`src/rtl/ntt_pkg.sv`:
```
// Shared INTT datapath types: coefficient width, modulus, and the
// stage register layout used by the add/sub recombiner.
package ntt_pkg;

    localparam int DATA_WIDTH = 12;
    localparam int Q          = 3329;
    localparam int TAG_WIDTH  = 8;

    typedef logic [DATA_WIDTH-1:0] coef_t;

    typedef struct packed {
        coef_t [1:0]          data;
        logic                 halve;
        logic [TAG_WIDTH-1:0] tag;
    } recover_pair_t;

endpackage

```
`src/rtl/mod_half.sv`:
```
// Conditional modular halving: y = x/2 mod Q when halve=1 (x in [0,Q), Q odd), else y = x.
// Latency: combinational.
// Backpressure: none, pure function of its inputs.
module mod_half #(
    parameter int W = 12,
    parameter int Q = 3329
) (
    input  logic [W-1:0] x,
    input  logic         halve,
    output logic [W-1:0] y
);

    localparam logic [W:0] QW = (W+1)'(Q);

    logic [W:0] sum;

    // Odd x: x+Q is even, and its half is congruent to x/2 mod Q.
    assign sum = {1'b0, x} + QW;

    always_comb begin
        y = x;
        if (halve) begin
            y = x[0] ? sum[W:1] : {1'b0, x[W-1:1]};
        end
    end

endmodule

```
`src/rtl/add_sub_recover.sv`:
```
// INTT butterfly recombiner: out0 = (a+b)[/2] mod Q, out1 = (a-b)[/2] mod Q, tag carried along.
// Latency: 2 cycles from input transfer to out_valid; 1 pair/cycle throughput.
// Backpressure: bubble-collapsing valid/ready, in_ready combinational from out_ready, holds 2 pairs.
module add_sub_recover #(
    parameter int DATA_WIDTH = ntt_pkg::DATA_WIDTH,
    parameter int Q          = ntt_pkg::Q,
    parameter int TAG_WIDTH  = ntt_pkg::TAG_WIDTH
) (
    input  logic                       clk,
    input  logic                       rst_n,
    input  logic                       in_valid,
    output logic                       in_ready,
    input  logic [1:0][DATA_WIDTH-1:0] in_data,
    input  logic                       in_halve,
    input  logic [TAG_WIDTH-1:0]       in_tag,
    output logic                       out_valid,
    input  logic                       out_ready,
    output logic [1:0][DATA_WIDTH-1:0] out_data,
    output logic [TAG_WIDTH-1:0]       out_tag,
    output logic                       range_err
);

    import ntt_pkg::*;

    localparam logic [DATA_WIDTH:0] QW = (DATA_WIDTH+1)'(Q);

    logic                       v1;
    logic                       v2;
    recover_pair_t              st1;
    recover_pair_t              nxt1;
    logic [1:0][DATA_WIDTH-1:0] d2;
    logic [TAG_WIDTH-1:0]       t2;
    logic [1:0][DATA_WIDTH-1:0] half_y;

    logic                       load1;
    logic                       load2;
    logic                       in_fire;
    logic                       bad_operand;

    logic [DATA_WIDTH:0]        a_ext;
    logic [DATA_WIDTH:0]        b_ext;
    logic [DATA_WIDTH:0]        s;
    logic [DATA_WIDTH:0]        d;
    logic [DATA_WIDTH:0]        s1;
    logic [DATA_WIDTH:0]        d1;

    assign load2    = !v2 || out_ready;
    assign load1    = !v1 || load2;
    assign in_ready = load1;
    assign in_fire  = in_valid && in_ready;

    assign a_ext = {1'b0, in_data[0]};
    assign b_ext = {1'b0, in_data[1]};
    assign s     = a_ext + b_ext;
    assign d     = a_ext - b_ext;

    // Top bit of d is the sign of a-b for in-range operands.
    always_comb begin
        s1 = (s >= QW) ? (s - QW) : s;
        d1 = d[DATA_WIDTH] ? (d + QW) : d;
        nxt1         = '0;
        nxt1.data[0] = s1[DATA_WIDTH-1:0];
        nxt1.data[1] = d1[DATA_WIDTH-1:0];
        nxt1.halve   = in_halve;
        nxt1.tag     = in_tag;
    end

    assign bad_operand = (a_ext >= QW) || (b_ext >= QW);

    for (genvar i = 0; i < 2; i++) begin : g_half
        mod_half #(
            .W (DATA_WIDTH),
            .Q (Q)
        ) u_mod_half (
            .x     (st1.data[i]),
            .halve (st1.halve),
            .y     (half_y[i])
        );
    end

    always_ff @(posedge clk) begin
        if (!rst_n) begin
            v1        <= 1'b0;
            v2        <= 1'b0;
            st1       <= '0;
            d2        <= '0;
            t2        <= '0;
            range_err <= 1'b0;
        end else begin
            if (load1) begin
                v1 <= in_valid;
                if (in_valid) begin
                    st1 <= nxt1;
                end
            end
            if (load2) begin
                v2 <= v1;
                if (v1) begin
                    d2 <= half_y;
                    t2 <= st1.tag;
                end
            end
            if (in_fire && bad_operand) begin
                range_err <= 1'b1;
            end
        end
    end

    assign out_valid = v2;
    assign out_data  = d2;
    assign out_tag   = t2;

endmodule

```
`config.mk`:
```
export PLATFORM = sky130hd
export DESIGN_NAME = add_sub_recover
export DESIGN_NICKNAME = d
export VERILOG_FILES = /design/src/rtl/ntt_pkg.sv /design/src/rtl/mod_half.sv /design/src/rtl/add_sub_recover.sv
export SDC_FILE = /design/constraint.sdc
export NUM_CORES = 1
export LEC_CHECK = 0
export ABC_AREA = 1
export CORE_MARGIN = 2
export CORE_UTILIZATION = 34
export DETAILED_ROUTE_END_ITERATION = 6
export MAX_ROUTING_LAYER = met4
export PLACE_DENSITY = 0.55
export SYNTH_ARGS = -nofsm -noshare
export SYNTH_HDL_FRONTEND = slang
export SYNTH_SLANG_ARGS = --single-unit
```
`constraint.sdc`:
```
create_clock -name clk -period 3.7 [get_ports clk]
set_clock_uncertainty 0.1 [all_clocks]
set_input_delay 1.11 -clock clk [delete_from_list [all_inputs] [get_ports clk]]
set_output_delay 1.11 -clock clk [all_outputs]
set_load 0.1 [all_outputs]
```
==> reports/metrics.cfg, run 1 <==
[final_layout]
fin_area_sq_mm=0.00713
area_growth_pct=37.0
fin_nets=1053
antennaDiodeCount=0
drive_gt1_share_pct=21.8

[detailed_routing]
drtIter0Drc=383
dr.pass1.iters=5
vias_per_cell=4.79
vias=5643
drc=0
antenna_left=0
wl_per_cell_um=12.7
routed_wl_mm=14.9

[timing]
fmax_mhz=288
rsz0062_at_grt=false
setup_viol=0
fin_crit_sh_pct=93.8
finalHoldViolCount=0
timing.final.crit_period_ps=3470
slew_headroom_pct=52.7
fin_ws_ps=229
drv_slew=0
worst_pin_slew_ps=709

[worst_setup_path]
r2r-start=st1[21]
cp_data_required_time_ps=3820
cp_max_fo=9
cp_slowest_cell=clkdlybuf4s50_1
path_cells=clkdlybuf4s50_1 -> buf_4 -> ha_1 -> buf_4 -> a21oi_2 -> nand2_1 -> nand2_1 -> nand2_1 -> nand2_1 -> nand2_1 -> o21ai_1 -> nand2_1 -> nand2_4 -> nand3_4 -> nand2_1 -> nand2_1 -> o21ai_1 -> inv_1
crit_top_cell=nand2_1
cp_slowest_stage_delay_ps=470
critPathArrivalTime_ps=3600
endpoint_kind=register
rr_worst_depth=10
crit_family=simple AND/OR/NAND/NOR gates
r2r_slack_ps=1650
worstSetupPathDepth=18
start_kind=input pin
r2r-end=out_data[21]
path_class=input pin to register
path_buf_inv=4

[min_path]
hp-start=out_data[22]
min_path_type=register to register
holdPathStages=2
whs_endpoint=out_data[22]

[global_routing]
antenna_found_initial=0
grt_pass1_vias=5318
grt_max_degree=38
grt_pass1_wl_mm=24.9
grt_overflow=0
track_usage_pct=19.1

[pwr]
switchingPower_mw=1.02
swShare_pct=36.6
leakage_nw=3.50
pwr-share-seq_pct=30.6
p_int_mw=1.76
peakVddDrop_mv=0.173
power_density_mw_per_mm2=389
clkPwrFrac_pct=29.7
pwr-share-comb_pct=39.7

[cts]
clock_sinks=68
cts_tree=yes
clockBufferDepth=2
postCtsHoldBufs=0
insertion_delay_ps=330
cts_root_buf=clkbuf_16
numCtsBuffers=9
clk_pin_slew_ps=50
cts_max_level=3

[floorplan]
start_util_pct=34.5
dieArea_sq_mm=0.0163
io_pins=72
coreArea_sq_mm=0.0151
die_h_um=128
chipWidth_um=128
rows=45

[outcome]
status=complete, no violations

[placement]
place.gp.congestion=0.936
postPlaceCellArea_sq_mm=0.00671
place_hpwl_mm=11.7
port_buffers=71
dp_worst_setup_slack_ps=-294

[job]
maxCapViolCount=0

[yosys]
synth_area_leaders=dfxtp_1 (26%), nand2_1 (14%), a21oi_1 (7.7%)
synthDistinctLibCells=39
synth_nets=893
yosysSeqAreaShare_pct=26.1
yosysTopAreaCellShare_pct=26.1
syn_area_per_cell_sq_um=6.31
ys_ff_latch=68
netlist_area_sq_mm=0.00521
synth_warnings=0
synth_top_area_cell=dfxtp_1
synth_cells=825

-- worst max path at each step --
stage           startpoint      end  slack, ps
2_1_floorplan   in_data[0]  st1[17]        400
3_3_place_gp   in_data[17]  st1[32]       -260
3_5_place_dp    in_data[0]  st1[12]       -290
4_1_cts         in_data[0]  st1[12]         50
5_1_grt         in_data[2]  st1[18]          3
6_report        in_data[2]   st1[9]        230
-- what timing repair did --
action	4_1_cts	5_1_grt
endpoints found under the setup margin	0	17
buffers inserted	0	1
resized for setup	0	29
-- sequential cells by signal, summed over array words and instances, names as in the netlist --
name / count
st1: 33
out_valid: 1
out_data: 24
out_tag: 8
range_err: 1
v1: 1
-- worst reg2reg max path: stages (launching register included) --
cell and delay [ps]:
dfxtp_1 560, ha_1 240, inv_1 50, nor3_1 230
nand3_1 140, nand2_1 110, nand2_1 70, nand2_1 80
o21ai_0 70, o221ai_1 180, a21oi_1 90
-- cell families (layout without fill, tap and decap cells) --
kind of cell / Yosys count / after routing / share of synthesized area (%)
flops: 68 / 68 / 26.1
buf+inv: 147 / 309 / 11.6
xor+xnor: 18 / 18 / 3.03
compound gates: 179 / 179 / 19.0
fa+ha+maj: 31 / 31 / 7.74
simple gates: 382 / 384 / 32.5
-- power by group through the flow --
stage	clock [mW]	combinational (mW)	sequential (mW)
final	0.824	1.10	0.847
after global routing	0.872	1.22	0.856
after CTS	0.841	1.08	0.847
after detailed placement	0	1.07	0.862
after global placement	0	1.07	0.862
after floorplan	0	0.528	1.02
-- layout make-up --
type	instances	area (sq um)
Clock buffer	13	250
Clock inverter	2	35.0
Fill cell	1578	7960
Inverter	115	434
Multi-Input combinational cell	612	3360
Sequential cell	68	1360
Tap cell	188	235
Timing Repair Buffer	179	1460
-- cell usage after synthesis (all sizes together) --
library cell  number
inv              115
o31ai              5
nand3             64
a21o               1
or2                1
nand3b             3
o221ai             5
nor3               9
nand4             13
xnor2              3
fa                 2
and2               1
o21bai             4
xor2              15
nor2              88
a21oi             85
nand2            199
a31oi              4
ha                29
clkbuf            22
dfxtp             68
a21boi             2
nor4               4
a221oi             1
buf               10
o211ai             7
o21ai             65
-- placed cells by master, fill, tap and decap left out, types with 4 or more instances in the layout --
| master | count |
|---|---|
| inv_2 | 13 |
| ha_1 | 23 |
| inv_1 | 101 |
| o21ai_0 | 61 |
| o31ai_1 | 5 |
| a21oi_1 | 78 |
| buf_4 | 142 |
| nor2_4 | 4 |
| clkdlybuf4s50_1 | 32 |
| dlymetal6s2s_1 | 4 |
| xor2_1 | 14 |
| nand2_2 | 12 |
| nor2_1 | 81 |
| nand3_2 | 8 |
| o21ai_1 | 4 |
| nand3_1 | 56 |
| nor3_1 | 8 |
| o221ai_1 | 5 |
| clkbuf_16 | 9 |
| nor4_1 | 4 |
| nand2_1 | 186 |
| o21bai_1 | 4 |
| a31oi_1 | 4 |
| a21oi_2 | 7 |
| nand4_1 | 13 |
| o211ai_1 | 7 |
| dfxtp_1 | 68 |
| ha_4 | 4 |
-- through the flow --
step	setup TNS (ps)	power [mW]	std cells	hold WS, ps	utilization, %
floorplan	0	1.55	825	350	-
global placement	-4150	1.93	1159	355	44.5
detailed placement	-4430	1.93	1159	357	44.5
CTS	0	2.76	1174	365	46.4
global route	0	2.95	1177	383	47.3
finish	0	2.77	1177	363	47.3
-- layer usage --
metal	wire, um	up-vias	global-route usage (%)
met5	0	-	-
met3	559	25	2.42
li1	-	3014	-
met2	6720	119	31.1
met4	323	0	6.53
met1	7300	2485	24.6
(Power assumes the default switching activity.)
==> run 2, diff against run 1 <==
--- a/config.mk
+++ b/config.mk
@@ -10,7 +10,7 @@
 export CORE_UTILIZATION = 34
 export DETAILED_ROUTE_END_ITERATION = 6
 export MAX_ROUTING_LAYER = met4
-export PLACE_DENSITY = 0.55
+export PLACE_DENSITY_LB_ADDON = 0.08
 export SYNTH_ARGS = -nofsm -noshare
 export SYNTH_HDL_FRONTEND = slang
 export SYNTH_SLANG_ARGS = --single-unit
==> run 2 against run 1 <==
Net effect:
- core utilization decreased by 0.32 points
- critical endpoint is now st1[13]
- clock-buffer cell count grew 1
- register-to-register slack got worse by 210 ps
- total power rose by 1.5%
==> reports/metrics.cfg, run 2 (synthesis gave the netlist of run 1 again) <==
[outcome]
status=complete, no violations

[global_routing]
grt_pass1_vias=5505
track_usage_pct=19.9
grt_overflow=0
grt_max_degree=38
antenna_found_initial=0
grt_pass1_wl_mm=25.7

[cts]
cts_root_buf=clkbuf_16
cts_max_level=3
clk_pin_slew_ps=50
numCtsBuffers=9
cts-resized-gates=0
clock_sinks=68
cts_tree=yes
cts_setup_buffers=0
insertion_delay_ps=320
clockBufferDepth=2
postCtsHoldBufs=0

[detailed_routing]
vias_per_cell=4.89
drtIter0Drc=347
drc=0
vias=5712
antenna_left=0
dr.pass1.iters=5
wl_per_cell_um=13.4
routed_wl_mm=15.7

[floorplan]
die_h_um=128
coreArea_sq_mm=0.0151
start_util_pct=34.5
dieArea_sq_mm=0.0163
rows=45
chipWidth_um=128
io_pins=72

[worst_setup_path]
cp_max_fo=6
cp_slowest_stage_delay_ps=510
path_class=input pin to register
cp_slowest_cell=clkdlybuf4s50_1
r2r-end=out_data[6]
crit_top_cell=inv_1
start_kind=input pin
rr_worst_depth=6
endpoint_kind=register
r2r-start=st1[8]
critPathArrivalTime_ps=3640
cp_data_required_time_ps=3820
r2r_slack_ps=1440
path_cells=clkdlybuf4s50_1 -> ha_1 -> fa_2 -> inv_1 -> buf_4 -> ha_1 -> inv_1 -> nor2_1 -> nand2_1 -> nor2_2 -> nand2_4 -> buf_4 -> nand4_1 -> nand3_1 -> nand2_1 -> inv_1

[timing]
timing.final.crit_period_ps=3520
finalHoldViolCount=0
slew_headroom_pct=47.6
setup_viol=0
fin_ws_ps=175
fmax_mhz=284
drv_slew=0
fin_crit_sh_pct=95.3
holdWs_ps=361
worst_pin_slew_ps=785

[job]
maxCapViolCount=0

[pwr]
power_density_mw_per_mm2=397
peakVddDrop_mv=0.215
leakage_nw=3.46

[final_layout]
fin_nets=1043
ff_latch_area_sq_mm=0.00136
multiInputGateArea_sq_mm=0.00338
antennaDiodeCount=0
area_growth_pct=36.1
fin_area_sq_mm=0.00709
fin_cells=1167
regMostFlops=st1
final_common_cell=nand2_1
mostFrequentLayoutCells=nand2_1 (183), buf_4 (131), inv_1 (101)
fill_cells=1607
largest_reg_flops=33
drive_gt1_share_pct=21.9

[placement]
port_buffers=71
dp_worst_setup_slack_ps=-312
place.gp.congestion=0.940
place_hpwl_mm=12.5
placed_cells=1149
postPlaceCellArea_sq_mm=0.00664

[min_path]
whs_endpoint=out_data[1]
hp-start=out_data[1]
min_path_type=register to register
holdPathStages=2

-- run 2: cell types whose count changed in the layout (fill, tap and decap cells not counted), sizes merged --
cell / change
dlymetal6s2s: -2
clkbuf: +1
clkinv: -1
nand3: +1
clkdlybuf4s50: +2
buf: -11
-- run 2: area by class of cell --
cell class / count / area share, %
clock buffers: 14 / 3.87
well taps: 188 / 3.32
flip-flops and latches: 68 / 19.2
repair buffers: 168 / 19.3
inverters: 115 / 6.13
clock inverters: 1 / 0.424
multi-input cells: 613 / 47.7
-- run 2: worst max path at each step --
stage	startpoint	to	slack, ps	cells after the start
after floorplan	in_data[0]	st1[17]	400	19
after global placement	in_data[14]	st1[9]	-280	18
after detailed placement	in_data[14]	st1[9]	-310	18
after CTS	in_data[13]	st1[11]	20	19
after global routing	in_data[12]	st1[18]	-10	17
final	in_data[12]	st1[13]	180	16
-- run 2: stage by stage --
step                      total power [mW]  utilization [%]  setup TNS [ps]
after detailed placement              1.93             44.0           -4680
final                                 2.81             47.0               0
after floorplan                       1.55                -               0
after global placement                1.92             44.0           -4370
after CTS                             2.81             46.0               0
after global routing                  2.99             47.0           -14.8
-- run 2: power by group --
| group | switching (mW) | internal [mW] |
|---|---|---|
| combinational | 0.684 | 0.414 |
| sequential | 0.0575 | 0.795 |
| clock | 0.288 | 0.573 |
-- run 2: layer usage --
metal | vias up | part of all wire [%] | GRT usage (%)
met5 | - | 0 | -
li1 | 2999 | - | -
met3 | 21 | 3.1 | 2.09
met1 | 2572 | 46 | 23.7
met4 | 0 | 1.9 | 6.72
met2 | 120 | 48 | 35.1
-- run 2: critical path, delay by kind of cell --
family / cells / cell delay, ps
buffers and inverters: 6 / 980
adders and majority gates: 3 / 810
and+or+nand+nor: 7 / 730
